**config.mk**
```make
export PLATFORM = sky130hd
export DESIGN_NAME = bus_reg_decoder
export DESIGN_NICKNAME = d
export VERILOG_FILES = /design/src/rtl/bus_reg_pkg.sv /design/src/rtl/bus_reg_assembler.sv /design/src/rtl/bus_reg_decoder.sv
export SDC_FILE = /design/constraint.sdc
export NUM_CORES = 1
export LEC_CHECK = 0
export ABC_AREA = 1
export BUFFER_PORTS_ARGS = -buffer_cell sky130_fd_sc_hd__clkbuf_2
export CAP_MARGIN = 20
export CORE_MARGIN = 2
export CORE_UTILIZATION = 49
export DETAILED_ROUTE_END_ITERATION = 8
export GPL_TIMING_DRIVEN = 0
export PLACE_DENSITY = 0.78
export SYNTH_ARGS = -nofsm -noshare
export SYNTH_HDL_FRONTEND = slang
export SYNTH_SLANG_ARGS = --single-unit
```
**constraint.sdc**
```tcl
create_clock -name clk -period 5.2 [get_ports clk]
set_clock_uncertainty 0.2 [all_clocks]
set_input_delay 0.26 -clock clk [delete_from_list [all_inputs] [get_ports clk]]
set_output_delay 0.26 -clock clk [all_outputs]
set_load 0.05 [all_outputs]
```
**src/rtl/bus_reg_pkg.sv**
```systemverilog
// Shared definitions for bus_reg_decoder: the decoder FSM states and the
// index-width helper used to size beat and register selectors.
package bus_reg_pkg;

  typedef enum logic [1:0] {
    ST_IDLE     = 2'd0,
    ST_ASSEMBLE = 2'd1,
    ST_COMMIT   = 2'd2
  } state_e;

  // A selector needs at least one bit even when there is only one choice.
  function automatic int idx_w(input int n);
    return (n > 1) ? $clog2(n) : 1;
  endfunction

endpackage

```
**src/rtl/bus_reg_assembler.sv**
```systemverilog
// Shadow buffer, expected-beat counter and mid-assembly idle timer for
// bus_reg_decoder. All sequencing decisions are made by the parent.
module bus_reg_assembler
  import bus_reg_pkg::*;
#(
  parameter int BEAT_W        = 8,
  parameter int BEATS_PER_REG = 4,
  parameter int TIMEOUT       = 255,
  localparam int BIDX_W       = idx_w(BEATS_PER_REG),
  localparam int REG_W        = BEAT_W * BEATS_PER_REG
) (
  input  logic              clk,
  input  logic              rst,
  input  logic              load_first,
  input  logic              load_next,
  input  logic              clear,
  input  logic              tick_en,
  input  logic              accepted,
  input  logic [BEAT_W-1:0] beat_data,
  output logic [REG_W-1:0]  shadow,
  output logic [BIDX_W-1:0] expected,
  output logic              timeout
);

  localparam int CNT_W = idx_w(TIMEOUT + 1);

  logic [BEATS_PER_REG-1:0][BEAT_W-1:0] shadow_q, shadow_d;
  logic [BIDX_W-1:0]                    expected_q, expected_d;
  logic [CNT_W-1:0]                     idle_cnt_q, idle_cnt_d;

  always_comb begin
    shadow_d   = shadow_q;
    expected_d = expected_q;
    if (clear) begin
      shadow_d   = '0;
      expected_d = '0;
    end else if (load_first) begin
      shadow_d    = '0;
      shadow_d[0] = beat_data;
      expected_d  = BIDX_W'(1);
    end else if (load_next) begin
      for (int b = 0; b < BEATS_PER_REG; b++) begin
        if (int'(expected_q) == b) shadow_d[b] = beat_data;
      end
      expected_d = expected_q + 1'b1;
    end
  end

  // Counts only silent cycles while assembling; any accepted beat restarts it.
  always_comb begin
    idle_cnt_d = '0;
    if (tick_en && !accepted) idle_cnt_d = idle_cnt_q + 1'b1;
  end

  assign timeout = (TIMEOUT != 0) && tick_en && !accepted &&
                   (int'(idle_cnt_q) + 1 == TIMEOUT);

  always_ff @(posedge clk or posedge rst) begin
    if (rst) begin
      shadow_q   <= '0;
      expected_q <= '0;
      idle_cnt_q <= '0;
    end else begin
      shadow_q   <= shadow_d;
      expected_q <= expected_d;
      idle_cnt_q <= idle_cnt_d;
    end
  end

  assign shadow   = shadow_q;
  assign expected = expected_q;

endmodule

```
**src/rtl/bus_reg_decoder.sv**
```systemverilog
// Multi-beat register write decoder with atomic per-register commit.
// Optional readback port enabled by defining BUS_REG_DECODER_RDBK_EN.
module bus_reg_decoder
  import bus_reg_pkg::*;
#(
  parameter int ADDR_W        = 6,
  parameter int BEAT_W        = 8,
  parameter int NUM_REGS      = 4,
  parameter int BEATS_PER_REG = 4,
  parameter logic [NUM_REGS*BEAT_W*BEATS_PER_REG-1:0] RESET_VAL = '0,
  parameter int TIMEOUT       = 255,
  localparam int REG_W        = BEAT_W * BEATS_PER_REG
) (
  input  logic                      clk,
  input  logic                      rst,
  input  logic                      in_valid,
  output logic                      in_ready,
  input  logic [ADDR_W-1:0]         in_addr,
  input  logic [BEAT_W-1:0]         in_data,
`ifdef BUS_REG_DECODER_RDBK_EN
  input  logic [idx_w(NUM_REGS)-1:0] rd_sel,
  output logic [REG_W-1:0]          rd_data,
`endif
  output logic [NUM_REGS*REG_W-1:0] reg_out,
  output logic [NUM_REGS-1:0]       reg_stb,
  output logic                      seq_err,
  output logic                      addr_err,
  output logic                      busy
);

  localparam int BIDX_W   = idx_w(BEATS_PER_REG);
  localparam int RIDX_W   = idx_w(NUM_REGS);
  localparam int MAP_SIZE = NUM_REGS * BEATS_PER_REG;
  localparam logic [BIDX_W-1:0] LAST_BEAT = BIDX_W'(BEATS_PER_REG - 1);

  state_e                     state_q, state_d;
  logic [RIDX_W-1:0]          cur_reg_q, cur_reg_d;
  logic [NUM_REGS*REG_W-1:0]  reg_out_q, reg_out_d;
  logic [NUM_REGS-1:0]        reg_stb_q, reg_stb_d;
  logic                       seq_err_q, seq_err_d;
  logic                       addr_err_q, addr_err_d;

  logic                       accept, in_map, timeout;
  logic                       load_first, load_next, clear_shadow;
  logic [RIDX_W-1:0]          beat_reg;
  logic [BIDX_W-1:0]          beat_idx;
  logic [REG_W-1:0]           shadow;
  logic [BIDX_W-1:0]          expected;

  // in_ready depends only on registered state, never on in_valid.
  assign in_ready = (state_q != ST_COMMIT);
  assign accept   = in_valid && in_ready;
  assign in_map   = int'(in_addr) < MAP_SIZE;
  assign beat_reg = RIDX_W'(int'(in_addr) / BEATS_PER_REG);
  assign beat_idx = BIDX_W'(int'(in_addr) % BEATS_PER_REG);

  bus_reg_assembler #(
    .BEAT_W        (BEAT_W),
    .BEATS_PER_REG (BEATS_PER_REG),
    .TIMEOUT       (TIMEOUT)
  ) u_asm (
    .clk        (clk),
    .rst        (rst),
    .load_first (load_first),
    .load_next  (load_next),
    .clear      (clear_shadow),
    .tick_en    (state_q == ST_ASSEMBLE),
    .accepted   (accept),
    .beat_data  (in_data),
    .shadow     (shadow),
    .expected   (expected),
    .timeout    (timeout)
  );

  always_comb begin
    state_d      = state_q;
    cur_reg_d    = cur_reg_q;
    reg_out_d    = reg_out_q;
    reg_stb_d    = '0;
    seq_err_d    = 1'b0;
    addr_err_d   = 1'b0;
    load_first   = 1'b0;
    load_next    = 1'b0;
    clear_shadow = 1'b0;
    unique case (state_q)
      ST_IDLE: begin
        if (accept) begin
          if (!in_map) begin
            addr_err_d = 1'b1;
          end else if (beat_idx == '0) begin
            cur_reg_d  = beat_reg;
            load_first = 1'b1;
            state_d    = (BEATS_PER_REG == 1) ? ST_COMMIT : ST_ASSEMBLE;
          end else begin
            seq_err_d = 1'b1;
          end
        end
      end
      ST_ASSEMBLE: begin
        if (accept) begin
          if (!in_map) begin
            addr_err_d = 1'b1;
          end else if (beat_reg == cur_reg_q && beat_idx == expected) begin
            load_next = 1'b1;
            if (expected == LAST_BEAT) state_d = ST_COMMIT;
          end else begin
            seq_err_d = 1'b1;
            if (beat_idx == '0) begin
              cur_reg_d  = beat_reg;
              load_first = 1'b1;
            end else begin
              clear_shadow = 1'b1;
              state_d      = ST_IDLE;
            end
          end
        end else if (timeout) begin
          seq_err_d    = 1'b1;
          clear_shadow = 1'b1;
          state_d      = ST_IDLE;
        end
      end
      ST_COMMIT: begin
        for (int r = 0; r < NUM_REGS; r++) begin
          if (int'(cur_reg_q) == r) begin
            reg_out_d[r*REG_W +: REG_W] = shadow;
            reg_stb_d[r]                = 1'b1;
          end
        end
        clear_shadow = 1'b1;
        state_d      = ST_IDLE;
      end
      default: state_d = ST_IDLE;
    endcase
  end

  always_ff @(posedge clk or posedge rst) begin
    if (rst) begin
      state_q    <= ST_IDLE;
      cur_reg_q  <= '0;
      reg_out_q  <= RESET_VAL;
      reg_stb_q  <= '0;
      seq_err_q  <= 1'b0;
      addr_err_q <= 1'b0;
    end else begin
      state_q    <= state_d;
      cur_reg_q  <= cur_reg_d;
      reg_out_q  <= reg_out_d;
      reg_stb_q  <= reg_stb_d;
      seq_err_q  <= seq_err_d;
      addr_err_q <= addr_err_d;
    end
  end

  assign reg_out  = reg_out_q;
  assign reg_stb  = reg_stb_q;
  assign seq_err  = seq_err_q;
  assign addr_err = addr_err_q;
  assign busy     = (state_q != ST_IDLE);

`ifdef BUS_REG_DECODER_RDBK_EN
  logic [REG_W-1:0] rd_data_q, rd_data_d;

  // Reads the pre-edge bank, so a same-cycle commit returns the old value.
  always_comb begin
    rd_data_d = '0;
    for (int r = 0; r < NUM_REGS; r++) begin
      if (int'(rd_sel) == r) rd_data_d = reg_out_q[r*REG_W +: REG_W];
    end
  end

  always_ff @(posedge clk or posedge rst) begin
    if (rst) rd_data_q <= '0;
    else     rd_data_q <= rd_data_d;
  end

  assign rd_data = rd_data_q;
`endif

endmodule
```
==> metrics.txt <==
crit end category flop; Die X-Extent 126 µm; WP buf/inv 5; CTS sink cnt 180; CTS resizes 0; Root Driver clkbuf_16; FF-to-FF path depth 12; Total Power 3.66 mW; Avg Vias per Cell 5.38; DPL Wire Length 13.6 mm; final hold vios 0; cell family with most CP delay simple AND/OR/NAND/NOR gates; Max stage delay on crit path 0.37 ns; I/O pin count 153; Period minus WS final 2.27 ns; cts bufs inserted 17; core area 14500 µm²; fin util 63.2%; critical path arrival 2.38 ns; Slew Viols, Final 0; DRT iter0 DRCs 482; DRC 0; peak supply drop 0.000241 V; FMAX 441 MHz; post-synth top area cell dfrtp_1; min-delay src in_addr[4]; hold endpoint addr_err$_DFF_PP0_; register area share after synthesis 61.6%; area of the mapped netlist 7310 µm²; crit-path max FO 9; CP required 5.31 ns; Routed WL per cell 16.6 µm; # Max-Cap Violations 0; layout cell share with drive strength beyond 1 24.7%; grt total ovfl 0; Synth Instances 749; Leak 4.60 nW; flop-to-flop setup slack 2.93 ns; outcome finished, final reports clean; CP max-delay cell dfrtp_1; Hold Crit Class in2reg; largest net degree at the start of global routing 44; Critical Path Most Common Cell inv_2; vias in the first global route 6028; hold path depth 3; die outline area 15900 µm²; Layout Nets 963; Reg-to-Reg Start state_q[0]$_DFFE_PP0P_; Synthesis Warnings 0; H-tree depth 4; Ant. Diodes 0; PD cells 399 nW/µm²; DRT Pass-1 Iters 5; unrepaired setup endpoints after global routing false; Cell Area, Placed 8400 µm²; fin crit share 43.7%; Seq cells post-synth 180; setup_tns 0 ns; Critical R2R Capture u_asm.shadow[3]$_DFFE_PP0P_; Worst Setup Start Kind flop; via count 6104; Antenna Nets Post-Route 0; GP Congestion 0.826; WS Path Type reg2reg; Synth Area per Inst 9.76 µm²; first-pass GRT wire length 30.7 mm; Rows 44; Design Area, Final 9180 µm²; Die Y 126 µm; Synth-to-Final Area Change 25.6%; Fillers 1220; IO Port Bufs 152; initial antenna violation count 0; clock tree buffer depth 2; WL final 18.8 mm; Final setup viols 0; CTS tree done; largest cells by area after synthesis dfrtp_1 (62%), nand2_1 (9.8%), o21ai_0 (9.0%), nand4_1 (4.9%), inv_1 (2.9%); worst-margin pin slew 0.630 ns; total track usage 24.5%; share of the synthesized area in the top cell type 61.6%; clock insertion delay at the later pin of the skew report 0.43 ns; Synth cell types 30; Initial Utilization 50.3%; CP cell instances inv_1 -> ha_1 -> inv_2 -> nand2_2 -> inv_2 -> nand2_1 -> inv_2 -> nand4_4 -> nor2_4 -> inv_2 -> nand4_1 -> nand2_1; syn nets 775; Clock transition at path regs 0.06 ns; Slew Limit Headroom 58.0%
where the power goes:
group          internal [mW]  leakage, nW  switching [mW]
logic                  0.165         1.78           0.482
clock network          0.916        0.317           0.515
registers               1.51         2.50          0.0752
final cells by class:
class | count | area (µm²) | area share [%]
Clock buffer | 24 | 462 | 5.03
Sequential cell | 180 | 4500 | 49.1
Timing Repair Buffer | 169 | 981 | 10.7
Buffer | 37 | 206 | 2.25
Clock inverter | 8 | 198 | 2.15
Inverter | 71 | 270 | 2.94
Multi-Input combinational cell | 461 | 2330 | 25.4
Tap cell | 184 | 230 | 2.51
metrics by stage:
step                setup WS, ns  cells  hold WS (ns)
finish                      2.93   1134        0.0492
global route                2.70   1134        0.0608
CTS                         2.93   1134        0.0396
detailed placement          2.95   1090        0.0258
global placement            1.41   1085         0.266
floorplan                   2.43    749         0.209
logic make-up after synthesis:
group | count (synthesis) | share of synthesized area, %
buffers and inverters | 108 | 6.47
AOI/OAI and AO/OA | 151 | 11.0
and+or+nand+nor | 298 | 19.0
adders and majority gates | 9 | 1.54
DFF | 180 | 61.6
xor gates and xnor gates | 3 | 0.360
sequential cells by signal, indices dropped and copies added, names as in the netlist:
| name | flops |
|---|---|
| cur_reg_q | 2 |
| reg_stb | 4 |
| seq_err | 1 |
| state_q | 2 |
| addr_err | 1 |
| u_asm.expected | 2 |
| u_asm.shadow | 32 |
| reg_out | 128 |
| u_asm.idle_cnt_q | 8 |
how the worst max path moves through the flow:
stage,start,to,slack (ns),depth (start not counted)
after CTS,state_q[0]$_DFFE_PP0P_,u_asm.shadow[3]$_DFFE_PP0P_,2.93,14
after floorplan,rst,addr_err$_DFF_PP0_,2.43,1
after global routing,state_q[0]$_DFFE_PP0P_,u_asm.shadow[24]$_DFFE_PP0P_,2.70,14
after detailed placement,state_q[0]$_DFFE_PP0P_,u_asm.shadow[3]$_DFFE_PP0P_,2.95,14
after global placement,rst,reg_out[79]$_DFFE_PP0P_,1.41,2
final,state_q[0]$_DFFE_PP0P_,u_asm.shadow[3]$_DFFE_PP0P_,2.93,12
placed cells by master, fill, tap and decap left out, types with 7 or more instances in the layout:
cell type / n
ha_1: 9
inv_2: 15
clkbuf_1: 30
clkbuf_2: 152
inv_1: 55
o211ai_1: 8
clkbuf_16: 17
nor2_4: 7
o21ai_0: 131
buf_2: 8
nor2_1: 20
nand4_1: 57
nand2_1: 190
dlygate4sd3_1: 12
dfrtp_1: 180
worst reg2reg max path, cell delays in order (launching register included):
cell and delay, ns:
dfrtp_1 0.37, inv_1 0.07, ha_1 0.23, inv_2 0.13, nand2_2 0.10, inv_2 0.07
nand2_1 0.09, inv_2 0.10, nand4_4 0.22, nor2_4 0.27, inv_2 0.12, nand4_1 0.13
nand2_1 0.06
synthesized netlist by cell type, drive strengths merged:
cell	count
o21ai	135
nand3	8
nand2	197
a22oi	1
ha	9
o21bai	2
nand4	58
o211ai	8
inv	71
nor2	29
clkbuf	24
nor3	6
buf	13
dfrtp	180
a21oi	5
xor2	3
routing by layer:
metal  track usage [%]  vias to the layer above  part of all wire, %
li1                  -                     2857                    -
met2              39.0                      207                   48
met4              8.99                        0                  2.3
met5                 0                        -                    0
met1              33.8                     3003                   44
met3              5.06                       37                  5.5
timing repair:
action / in CTS / in global routing
buffers inserted: 0 / 0
endpoints found under the hold margin: 108 / 0
hold buffers: 12 / 0
(Power assumes the default switching activity.)
